File: config.mk
export PLATFORM = sky130hd
export DESIGN_NAME = ascon_serial_out_flat
export DESIGN_NICKNAME = d
export VERILOG_FILES = /design/src/rtl/ascon_serial_out_pkg.sv /design/src/rtl/ascon_serial_out_if.sv /design/src/rtl/ascon_serial_out.sv /design/src/flat_wrapper.sv
export SDC_FILE = /design/constraint.sdc
export NUM_CORES = 1
export LEC_CHECK = 0
export BUFFER_PORTS_ARGS = -buffer_cell sky130_fd_sc_hd__buf_2
export CORE_UTILIZATION = 30
export DETAILED_ROUTE_END_ITERATION = 7
export GPL_TIMING_DRIVEN = 1
export SYNTH_ARGS = -nofsm -noshare
export SYNTH_HDL_FRONTEND = slang
export SYNTH_SLANG_ARGS = --single-unit
File: constraint.sdc
create_clock -name clk -period 2.7 [get_ports clk]
set_input_delay 0.54 -clock clk [delete_from_list [all_inputs] [get_ports clk]]
set_output_delay 0.54 -clock clk [all_outputs]
set_load 0.03 [all_outputs]
File: src/rtl/ascon_serial_out_pkg.sv
// Shared constants and state encoding for the Ascon AEAD result serializer
// and its mirror serial-to-parallel loader.
package ascon_serial_out_pkg;

  localparam int Y_DEF = 128;
  localparam int T_DEF = 128;

  typedef enum logic [1:0] {
    S_IDLE   = 2'd0,
    S_LOADED = 2'd1,
    S_SHIFT  = 2'd2
  } ser_state_t;

  function automatic int max_width(input int a, input int b);
    return (a > b) ? a : b;
  endfunction

endpackage

File: src/rtl/ascon_serial_out_if.sv
// Parallel capture and serial read-out bundle between the AEAD core, the
// serializer and the host-facing serial pins.
interface ascon_serial_out_if #(
  parameter int Y = 128,
  parameter int T = 128
);

  logic         load;
  logic [Y-1:0] text_in;
  logic [T-1:0] tag_in;
  logic         shift_en;
  logic         text_so;
  logic         tag_so;
  logic         ready_so;
  logic         busy;

  // Core/host side: supplies the result and advances the stream.
  modport master (
    output load, text_in, tag_in, shift_en,
    input  text_so, tag_so, ready_so, busy
  );

  // Serializer side.
  modport slave (
    input  load, text_in, tag_in, shift_en,
    output text_so, tag_so, ready_so, busy
  );

endinterface

File: src/rtl/ascon_serial_out.sv
// Captures the AEAD result text and tag on a load pulse and streams both out
// LSB first, one bit per host advance; all outputs come straight from flops.
module ascon_serial_out
  import ascon_serial_out_pkg::*;
#(
  parameter int Y = Y_DEF,
  parameter int T = T_DEF
) (
  input  logic              clk,
  input  logic              rst,
  ascon_serial_out_if.slave bus
);

  localparam int N  = max_width(Y, T);
  localparam int CW = $clog2(N + 1);
  localparam logic [CW-1:0] CNT_LAST = CW'(N - 1);
  localparam logic [CW-1:0] CNT_ONE  = CW'(1);

  ser_state_t    state_r, state_s;
  logic [N-1:0]  text_r, text_s;
  logic [N-1:0]  tag_r, tag_s;
  logic [CW-1:0] cnt_r, cnt_s;
  logic          active_r;

  // Next-state and datapath update; both registers widen to N so the
  // shorter one reads zero past its own width.
  always_comb begin
    state_s = state_r;
    text_s  = text_r;
    tag_s   = tag_r;
    cnt_s   = cnt_r;
    case (state_r)
      S_IDLE: begin
        if (bus.load) begin
          text_s  = N'(bus.text_in);
          tag_s   = N'(bus.tag_in);
          cnt_s   = '0;
          state_s = S_LOADED;
        end else begin
          state_s = S_IDLE;
        end
      end
      S_LOADED, S_SHIFT: begin
        if (bus.shift_en) begin
          text_s = text_r >> 1;
          tag_s  = tag_r >> 1;
          cnt_s  = cnt_r + CNT_ONE;
          if (cnt_r == CNT_LAST) begin
            state_s = S_IDLE;
          end else begin
            state_s = S_SHIFT;
          end
        end else begin
          state_s = state_r;
        end
      end
      default: begin
        state_s = S_IDLE;
        text_s  = '0;
        tag_s   = '0;
        cnt_s   = '0;
      end
    endcase
  end

  // State, shift registers, bit counter and the registered status flag.
  always_ff @(posedge clk or negedge rst) begin
    if (!rst) begin
      state_r  <= S_IDLE;
      text_r   <= '0;
      tag_r    <= '0;
      cnt_r    <= '0;
      active_r <= 1'b0;
    end else begin
      state_r  <= state_s;
      text_r   <= text_s;
      tag_r    <= tag_s;
      cnt_r    <= cnt_s;
      active_r <= (state_s != S_IDLE);
    end
  end

  assign bus.text_so  = text_r[0];
  assign bus.tag_so   = tag_r[0];
  assign bus.ready_so = active_r;
  assign bus.busy     = active_r;

endmodule

File: src/flat_wrapper.sv
// flat-port wrapper written by rule: the top's interface ports become plain ports
module ascon_serial_out_flat import ascon_serial_out_pkg::*;
#(
  parameter int Y = Y_DEF,
  parameter int T = T_DEF
)
  (clk, rst, bus_load, bus_text_in, bus_tag_in, bus_shift_en, bus_text_so, bus_tag_so, bus_ready_so, bus_busy);
  ascon_serial_out_if #(.Y(Y), .T(T)) bus_i ();
  input  logic clk;
  input  logic rst;
  input wire logic [$bits(bus_i.load)-1:0] bus_load;
  input wire logic [$bits(bus_i.text_in)-1:0] bus_text_in;
  input wire logic [$bits(bus_i.tag_in)-1:0] bus_tag_in;
  input wire logic [$bits(bus_i.shift_en)-1:0] bus_shift_en;
  output wire logic [$bits(bus_i.text_so)-1:0] bus_text_so;
  output wire logic [$bits(bus_i.tag_so)-1:0] bus_tag_so;
  output wire logic [$bits(bus_i.ready_so)-1:0] bus_ready_so;
  output wire logic [$bits(bus_i.busy)-1:0] bus_busy;
  assign bus_i.load = bus_load;
  assign bus_i.text_in = bus_text_in;
  assign bus_i.tag_in = bus_tag_in;
  assign bus_i.shift_en = bus_shift_en;
  assign bus_text_so = bus_i.text_so;
  assign bus_tag_so = bus_i.tag_so;
  assign bus_ready_so = bus_i.ready_so;
  assign bus_busy = bus_i.busy;
  ascon_serial_out #(.Y(Y), .T(T)) u_core (.clk(clk), .rst(rst), .bus(bus_i));
endmodule
-- Yosys cells after proc, flatten, opt, wreduce, memory -nomap -nowiden
Index checks and enable logic that the tools add are counted.
- input bits: 260
- bits in registers: 267
- output and inout bits: 4
- word-level logic and storage cells: 28
- reductions and logical operators: 4
- eq/ne operators: 5
- muxes and demuxes: 13
- $add $sub $neg: 1
- operators by type and width (cell ; number):
    128-bit two-way mux ; 4
    128-bit one-hot mux with 2 select lines ; 2
    8-bit two-way mux ; 2
    8-bit one-hot mux with 2 select lines ; 1
    8-bit by 1-bit adder with 8-bit output, second input constant ; 1
    8-bit by 7-bit equality test with 1-bit output, second input constant ; 1
    2-bit two-way mux ; 2
    2-bit != test, second input constant ; 2
    2-bit one-hot mux with 2 select lines ; 1
    2-bit by 1-bit equality test with 1-bit output, second input constant ; 1
    2-bit equality test, second input constant ; 1
    2-bit logical NOT ; 1
    2-bit AND reduction ; 1
    2-bit nonzero test ; 1
    2-bit OR reduction ; 1
    1-bit two-way mux ; 1

-- Longest topological paths before layout
Gate-level depths: netlist (run 1).
- word-level depth: 5
- gate-level depth with buffers: 10
- mapped depth without buffers: 5

-- Worst setup path after synthesis (run 1)
Ideal clock, no wire load.
- path type: register to register
- start: register u_core.state_r[0]
- end: register u_core.tag_r[0]
- stages on the path, launching flop included: 11
- data arrival time: 1.865 ns
- setup time: 0.092 ns
- path buffers: 5
- required time: 2.608 ns
- period minus slack after synthesis: 1.958 ns
- path slack: 0.742 ns
- cell sequence: dfrtp_1 inv_1 ha_1 clkbuf_2 nor2b_1 clkbuf_2 or2_1 buf_6 buf_6 buf_6 o31ai_2
- cells in the longest elaborated chain, start to end: 4
- elaborated cells between the ends (all ways): 8
- those cells by class: eq/ne (4); mux (1); reduce/logical (3)
- RTL lines (item ; line ; source):
    start, declared ; ascon_serial_out.sv:19 ; ser_state_t state_r, state_s;
    start signal, assigned ; ascon_serial_out.sv:75 ; state_r <= state_s;
    2-bit by 1-bit equality test with 1-bit output or 2-bit equality test (tied branches) ; ascon_serial_out.sv:32 ; case (state_r)
    2-bit OR reduction ; ascon_serial_out.sv:32 ;
    2-bit != test (no line) ; - ;
    2-bit AND reduction (no line) ; - ;
    end signal, assigned ; ascon_serial_out.sv:77 ; tag_r <= tag_s;
    end, declared ; ascon_serial_out.sv:21 ; logic [N-1:0] tag_r, tag_s;
Several ways; a longest one is shown, not always the timed one.
A chain may end at the register's enable or synchronous reset.

-- Worst setup path in the final report (run 1)
- start: register u_core.state_r[1]
- end: register u_core.text_r[99]
- cells in the longest elaborated chain, start to end: 4
- elaborated cells between the ends (all ways): 8
- those cells by class: eq/ne (4); mux (1); reduce/logical (3)
- RTL lines (item ; line ; source):
    2-bit by 1-bit equality test with 1-bit output or 2-bit equality test (tied branches) ; ascon_serial_out.sv:32 ;
    2-bit OR reduction ; ascon_serial_out.sv:32 ;
    2-bit != test (no line) ; - ;
    2-bit AND reduction (no line) ; - ;
    end signal, assigned ; ascon_serial_out.sv:76 ; text_r <= text_s;
    end, declared ; ascon_serial_out.sv:20 ; logic [N-1:0] text_r, text_s;
Several ways; a longest one is shown, not always the timed one.

==> metrics.csv, run 1 <==
metric,value,unit
outcome,"finished, final reports clean",
layout.cells.most_common,dfrtp_1,
cap_violations,0,
timing_hold_violations_final,0,
cts_num_sinks,267,
final_cell_mix,"267 x dfrtp_1, 266 x o21ai_0, 262 x buf_2, 254 x a22oi_1, 200 x o31ai_2",
instances_no_fill,2053,
cp.buffers_inverters,3,
num_rows,78,
cts.path.max_buffers,3,
cp.required,3140,ps
synth_xor_xnor_area_share,0,
period_minus_slack,2198,ps
totalWireLength,40.12,mm
synth.net_count,1527,
hpwlAfterDp,22.71,mm
maxSlewHeadroom,0.3822,
grt_start_max_net_pins,169,
synth.distinct_cells,29,
post_synth_inst_count,1264,
cp_top_family,buffers and inverters,
timing.setup.tns,0,ps
share_of_synthesized_cell_area_in_full_adder_half_adder_and_majority_cells,0.002678,
min_path_type,input pin to register,
dpl.cell_count,1983,
largest_family_of_logic_cells_by_synthesized_area,compound AO/OA/AOI/OAI gates,
first_global_vias,11686,
min_from,bus_text_in[127],
dr.pass1.iters,5,
reg2reg_from,u_core.state_r[1],
cp_slowest_cell,dfrtp_1,
via_per_inst,5.664,
clk-insertion-delay-late,530,ps
critical_path_source,u_core.state_r[1],
num_io_pins,264,
drc_errors,0,
ys_warn_count,0,
critPathMaxStageDelay,410,ps
crit_chain,inv_1 > ha_4 > nor2b_4 > buf_12 > buf_12 > o21ai_0 > o31ai_2,
post_synth_instance_area,0.01401,mm^2
timing_worst_slew_pin_value,926.7,ps
hold-worst-slack,289.3,ps
leakagePower,7.143,nW
ctsHtreeMaxLevel,2,
synthesis.area_per_instance,11.09,um^2
ant_nets,0,
fillers,4458,
postLayoutSetupSlackWorst,501.7,ps
critPathKind,register to register,
vias,11628,
worst_setup_path_start_kind,register,
synth-compound-area-share,0.4436,
maxSlewViolCount,0,
cts.reportedPaths.clkPinSlew,60,ps
post_synth_mux_area_share,0.002857,
die_w,218.1,um
gp_routability_congestion,0.7539,
synth-seq-cells,267,
wl_per_cell,19.54,um
clock_tree.root_cell,clkbuf_16,
area_growth_syn_to_layout,21.11,%
critical_path.most_common_cell,buf_12,
core_region_area,0.04577,mm^2
grt_setup_unrepaired,no,
detail_route.iter0.violations,1043,
grt_pass1_wl,64.04,mm
floorplan.die_area,0.04759,mm^2
vertical_die_dimension,218.1,um
worstPathMaxFanout,93,
peakVddDrop,0.001244,V
drive_above_1_share,0.3893,
grt_overflow,0,
crit_arrival,2630,ps
placement.setup.worst_slack,530.6,ps
power.density_cell_area,1271,mW/mm^2
setup_viol,0,
min_period_over_period,0.8142,
global_route.usage.total,0.1655,
finClkSkew,13.63,ps
placement.io_buffers,263,
initial_core_util,0.3062,
layout.nets,1683,
yosys.area_share.simple,0.01045,
cts_inserted_buffers,34,
timing.critical_path.to_type,register,
number_of_antenna_violations_at_the_first_check_in_global_routing,14,
max_clk_rate,454.9,MHz
cts_tree,done,
synth_sequential_area_ratio,0.4767,
==> sequential cells by signal, indices dropped and copies added (netlist names) <==
signal and flops:
u_core.state_r 2, u_core.bus.busy 1, u_core.text_r 128, u_core.tag_r 128
u_core.cnt_r 8
==> cell type report <==
class | instances | area (um^2) | area share
Sequential cell | 267 | 6681 | 0.3936
Antenna cell | 7 | 17.52 | 0.001032
Tap cell | 600 | 750.7 | 0.04423
Timing Repair Buffer | 299 | 1824 | 0.1075
Clock buffer | 49 | 1051 | 0.06192
Clock inverter | 13 | 153.9 | 0.009067
Inverter | 3 | 11.26 | 0.0006634
Multi-Input combinational cell | 815 | 6484 | 0.3820
==> worst paths after layout <==
path	end	slack, ps	cells past startpoint
hold / removal	u_core.text_r[127]	290	3
min in group asynchronous	u_core.tag_r[106]	550	2
hold reg to reg	u_core.tag_r[122]	510	2
setup reg to reg	u_core.text_r[99]	500	7
setup / recovery	u_core.text_r[99]	500	7
max in group asynchronous	u_core.text_r[69]	1380	3
==> cells in the mapped netlist <==
cell type / count / area, um^2
a21oi_1: 3 / 15.01
a22oi_1: 254 / 1907
buf_2: 6 / 30.03
buf_4: 1 / 7.510
buf_6: 26 / 292.8
clkbuf_1: 144 / 540.5
clkbuf_2: 2 / 10.01
dfrtp_1: 267 / 6681
ha_1: 3 / 37.54
inv_1: 3 / 11.26
mux2i_1: 4 / 40.04
nand2_1: 4 / 15.01
nand2b_1: 1 / 6.260
nand3_1: 2 / 10.01
nand3b_1: 3 / 22.52
nand4_1: 1 / 6.260
nand4b_1: 1 / 8.760
nor2_1: 1 / 3.750
nor2b_1: 3 / 18.77
nor4_1: 3 / 18.77
nor4b_1: 1 / 8.760
o21ai_0: 266 / 1331
o21bai_1: 4 / 30.03
o221a_2: 1 / 11.26
o31ai_1: 56 / 420.4
o31ai_2: 200 / 2502
or2_1: 1 / 6.260
or2_2: 1 / 6.260
or4_1: 2 / 15.01
==> report_power, final <==
group	total, W	switching (W)	internal [W]
clock network	0.00484	0.00184	0.00300
registers	0.00666	0.000853	0.00581
logic	0.0101	0.00630	0.00377
==> layer usage <==
| metal | vias up | track usage | wire length, um |
|---|---|---|---|
| li1 | 5307 | - | - |
| met3 | 71 | 0.04203 | 2547 |
| met2 | 318 | 0.2502 | 18160 |
| met5 | - | 0 | 85 |
| met4 | 16 | 0.05338 | 863 |
| met1 | 5916 | 0.2296 | 18460 |
==> stage by stage <==
stage	area, um^2	util	total power, W
floorplan	14010	-	0.01465
global placement	15740	0.3439	0.01655
detailed placement	15740	0.3439	0.01686
CTS	16960	0.3705	0.02177
global route	16960	0.3706	0.02312
finish	16970	0.3708	0.02157
==> cells by family (layout without fill, tap and decap cells) <==
| kind of cell | count (synthesis) | after routing |
|---|---|---|
| adders and majority gates | 3 | 3 |
| AOI/OAI and AO/OA | 784 | 784 |
| other | 0 | 7 |
| DFF | 267 | 267 |
| buffers and inverters | 182 | 364 |
| muxes | 4 | 4 |
| and+or+nand+nor | 24 | 24 |
==> tightest hold or removal path, delay by kind of cell <==
kind | cells | cell delay (ps)
buffers and inverters | 1 | 100
AND/OR/NAND/NOR | 1 | 70
AO/OA/AOI/OAI | 1 | 70
==> repair_timing <==
| action | CTS | global route |
|---|---|---|
| hold endpoints to repair | 43 | 0 |
| hold buffers | 1 | 0 |
| setup buffers | 0 | 0 |
| resized for setup | 0 | 0 |
Note: power is estimated with default switching activity, not from simulation.
==> inputs of run 2 (changes only) <==
==> constraint.sdc (replaced) <==
create_clock -name clk -period 1.8 [get_ports clk]
set_input_delay 0.36 -clock clk [delete_from_list [all_inputs] [get_ports clk]]
set_output_delay 0.36 -clock clk [all_outputs]
set_load 0.03 [all_outputs]
==> run 2 against run 1 <==
Against the previous run:
- the flow now finishes with violations (setup timing)
- utilization up 3.4 points
- hold slack worse by 170 ps
- clock skew is 6.1 ps lower
- register-to-register slack worse by 500 ps
- global-route usage up 0.71 points
- clock power increased by 48%
- largest cell class unchanged
- power increased by 71%
- count of clock-buffer cells in the layout did not move
==> metrics.csv, run 2 (same netlist as run 1, synthesis figures left out) <==
metric,value,unit,change
grt_setup_unrepaired,yes,,was no
totalWireLength,45.68,mm,was 40.12 mm
cts_num_sinks,267,,unchanged
detail_route.iter0.violations,1099,,was 1043
cp.required,2200,ps,was 3140 ps
cap_violations,0,,unchanged
clk-insertion-delay-late,530,ps,about the same
drive_above_1_share,0.4340,,was 0.3893
power.density_cell_area,1996,mW/mm^2,was 1271 mW/mm^2
period_minus_slack,1802,ps,was 2198 ps
min_path_type,input pin to register,,unchanged
hpwlAfterDp,26.09,mm,was 22.71 mm
core_region_area,0.04577,mm^2,unchanged
number_of_antenna_violations_at_the_first_check_in_global_routing,4,,was 14
gp_routability_congestion,0.7997,,was 0.7539
min_period_over_period,1.001,,was 0.8142
first_global_vias,11861,,was 11686
placement.io_buffers,263,,unchanged
grt_pass1_wl,66.12,mm,was 64.04 mm
dr.pass1.iters,5,,unchanged
drc_errors,0,,unchanged
cts.path.max_buffers,3,,unchanged
vertical_die_dimension,218.1,um,unchanged
cts.reportedPaths.clkPinSlew,60,ps,about the same
die_w,218.1,um,unchanged
timing.critical_path.to_type,register,,unchanged
cts_inserted_buffers,34,,unchanged
vias,12288,,was 11628
wl_per_cell,21.37,um,was 19.54 um
ant_nets,0,,unchanged
min_delay_path_depth,3,,unchanged
via_per_inst,5.747,,was 5.664
ctsHtreeMaxLevel,2,,unchanged
area_growth_syn_to_layout,32.17,%,was 21.11%
initial_core_util,0.3062,,unchanged
fillers,4344,,was 4458
finClkSkew,7.577,ps,was 13.63 ps
utilization,0.4047,,was 0.3708
power,0.03696,W,was 0.02157 W
floorplan.die_area,0.04759,mm^2,unchanged
leakagePower,7.858,nW,was 7.143 nW
timing_worst_slew_pin_value,492.5,ps,was 926.7 ps
maxSlewHeadroom,0.6717,,was 0.3822
num_io_pins,264,,unchanged
critPathKind,register to register,,unchanged
worstPathMaxFanout,8,,was 93
outcome,"finished, violations left",,"was finished, final reports clean"
global_route.usage.total,0.1726,,was 0.1655
num_rows,78,,unchanged
peakVddDrop,0.0009103,V,was 0.001244 V
final_cell_mix,"267 x dfrtp_1, 262 x buf_2, 253 x a22oi_1, 233 x o21ai_0, 197 x o31ai_2",,"was 267 x dfrtp_1, 266 x o21ai_0, 262 x buf_2, 254 x a22oi_1, 200 x o31ai_2"
layout.cells.most_common,dfrtp_1,,unchanged
clock_tree.root_cell,clkbuf_16,,unchanged
maxSlewViolCount,0,,unchanged
grt_start_max_net_pins,98,,was 169
setup_viol,1,,was 0
layout.nets,1777,,was 1683
timing_hold_violations_final,0,,unchanged
reg2regPathDepth,7,,unchanged
grt_overflow,0,,unchanged
crit_arrival,2200,ps,was 2630 ps
failed_checks,setup timing,,
postLayoutSetupSlackWorst,-1.873,ps,was 501.7 ps
worst_setup_path_start_kind,register,,unchanged
registers_with_the_most_flip_flops,"u_core.tag_r x128, u_core.text_r x128, u_core.cnt_r x8",,unchanged
cts_tree,done,,unchanged
max_clk_rate,555.0,MHz,was 454.9 MHz
## run 2: cell types whose count changed in the layout (fill, tap and decap cells not counted), moves of 12 or more
cell | before | now
buf_4 | 17 | 54
o21ai_0 | 266 | 233
o21ai_1 | 0 | 33
clkbuf_16 | 37 | 56
buf_6 | 0 | 12
o31ai_4 | 0 | 12
## run 2: power by group
part | switching [W] | internal [W]
combinational | 0.0110 | 0.00879
clock | 0.00267 | 0.00447
sequential | 0.00134 | 0.00871
total | 0.0150 | 0.0220
## run 2: stage by stage
step | worst slack (ps) | std cells | hold slack (ps) | TNS, ps | area [um^2]
3_5_place_dp | -65.41 | 2040 | 327.8 | -3714 | 16260
5_1_grt | -82.71 | 2137 | 124.8 | -6595 | 18520
2_1_floorplan | -108.5 | 1264 | 64.41 | -24550 | 14120
3_3_place_gp | -35.00 | 2040 | 330.4 | -1607 | 16260
4_1_cts | -25.28 | 2102 | 91.18 | -213.0 | 17490
6_report | -1.873 | 2138 | 118.4 | -1.873 | 18520
## run 2: final timing paths
kind / start / slack (ps) / endpoint
setup / recovery: u_core.state_r[0] / -2 / u_core.text_r[63]
hold / removal: bus_tag_in[127] / 120 / u_core.tag_r[127]
setup reg to reg: u_core.state_r[0] / -2 / u_core.text_r[63]
hold reg to reg: u_core.tag_r[37] / 500 / u_core.tag_r[37]
max in group asynchronous: rst / 770 / u_core.bus.busy
min in group asynchronous: rst / 370 / u_core.text_r[37]
## run 2: area by class of cell
cell class	instances	area, um^2	share of cell area
Multi-Input combinational cell	817	6678	0.3605
Antenna cell	1	2.502	0.0001351
Inverter	3	11.26	0.0006079
Clock inverter	10	152.6	0.008241
Timing Repair Buffer	391	3236	0.1747
Tap cell	600	750.7	0.04053
Clock buffer	49	1011	0.05458
Sequential cell	267	6681	0.3607
## run 2: what timing repair did
item                                    4_1_cts  5_1_grt
hold buffers                                  1        0
hold endpoints to repair                     38        0
gates resized for setup                      26       89
cloned                                        2       25
endpoints found under the setup margin      178      244
pin swaps                                     0        5
setup buffers                                 0       10
## run 2: metal layers
| layer | share of wire | wire, um | track usage |
|---|---|---|---|
| met1 | 0.45 | 20560 | 0.2490 |
| met2 | 0.47 | 21500 | 0.2603 |
| met3 | 0.060 | 2742 | 0.03173 |
| met4 | 0.018 | 839 | 0.05198 |
| met5 | 0.0010 | 47 | 0 |
## run 2: critical path, cell delays in order, from the launching register on
cell and delay (ps):
dfrtp_1 370, inv_2 50, ha_4 260, nor2b_4 280
or2_4 250, buf_12 180, clkbuf_16 200, o31ai_2 60
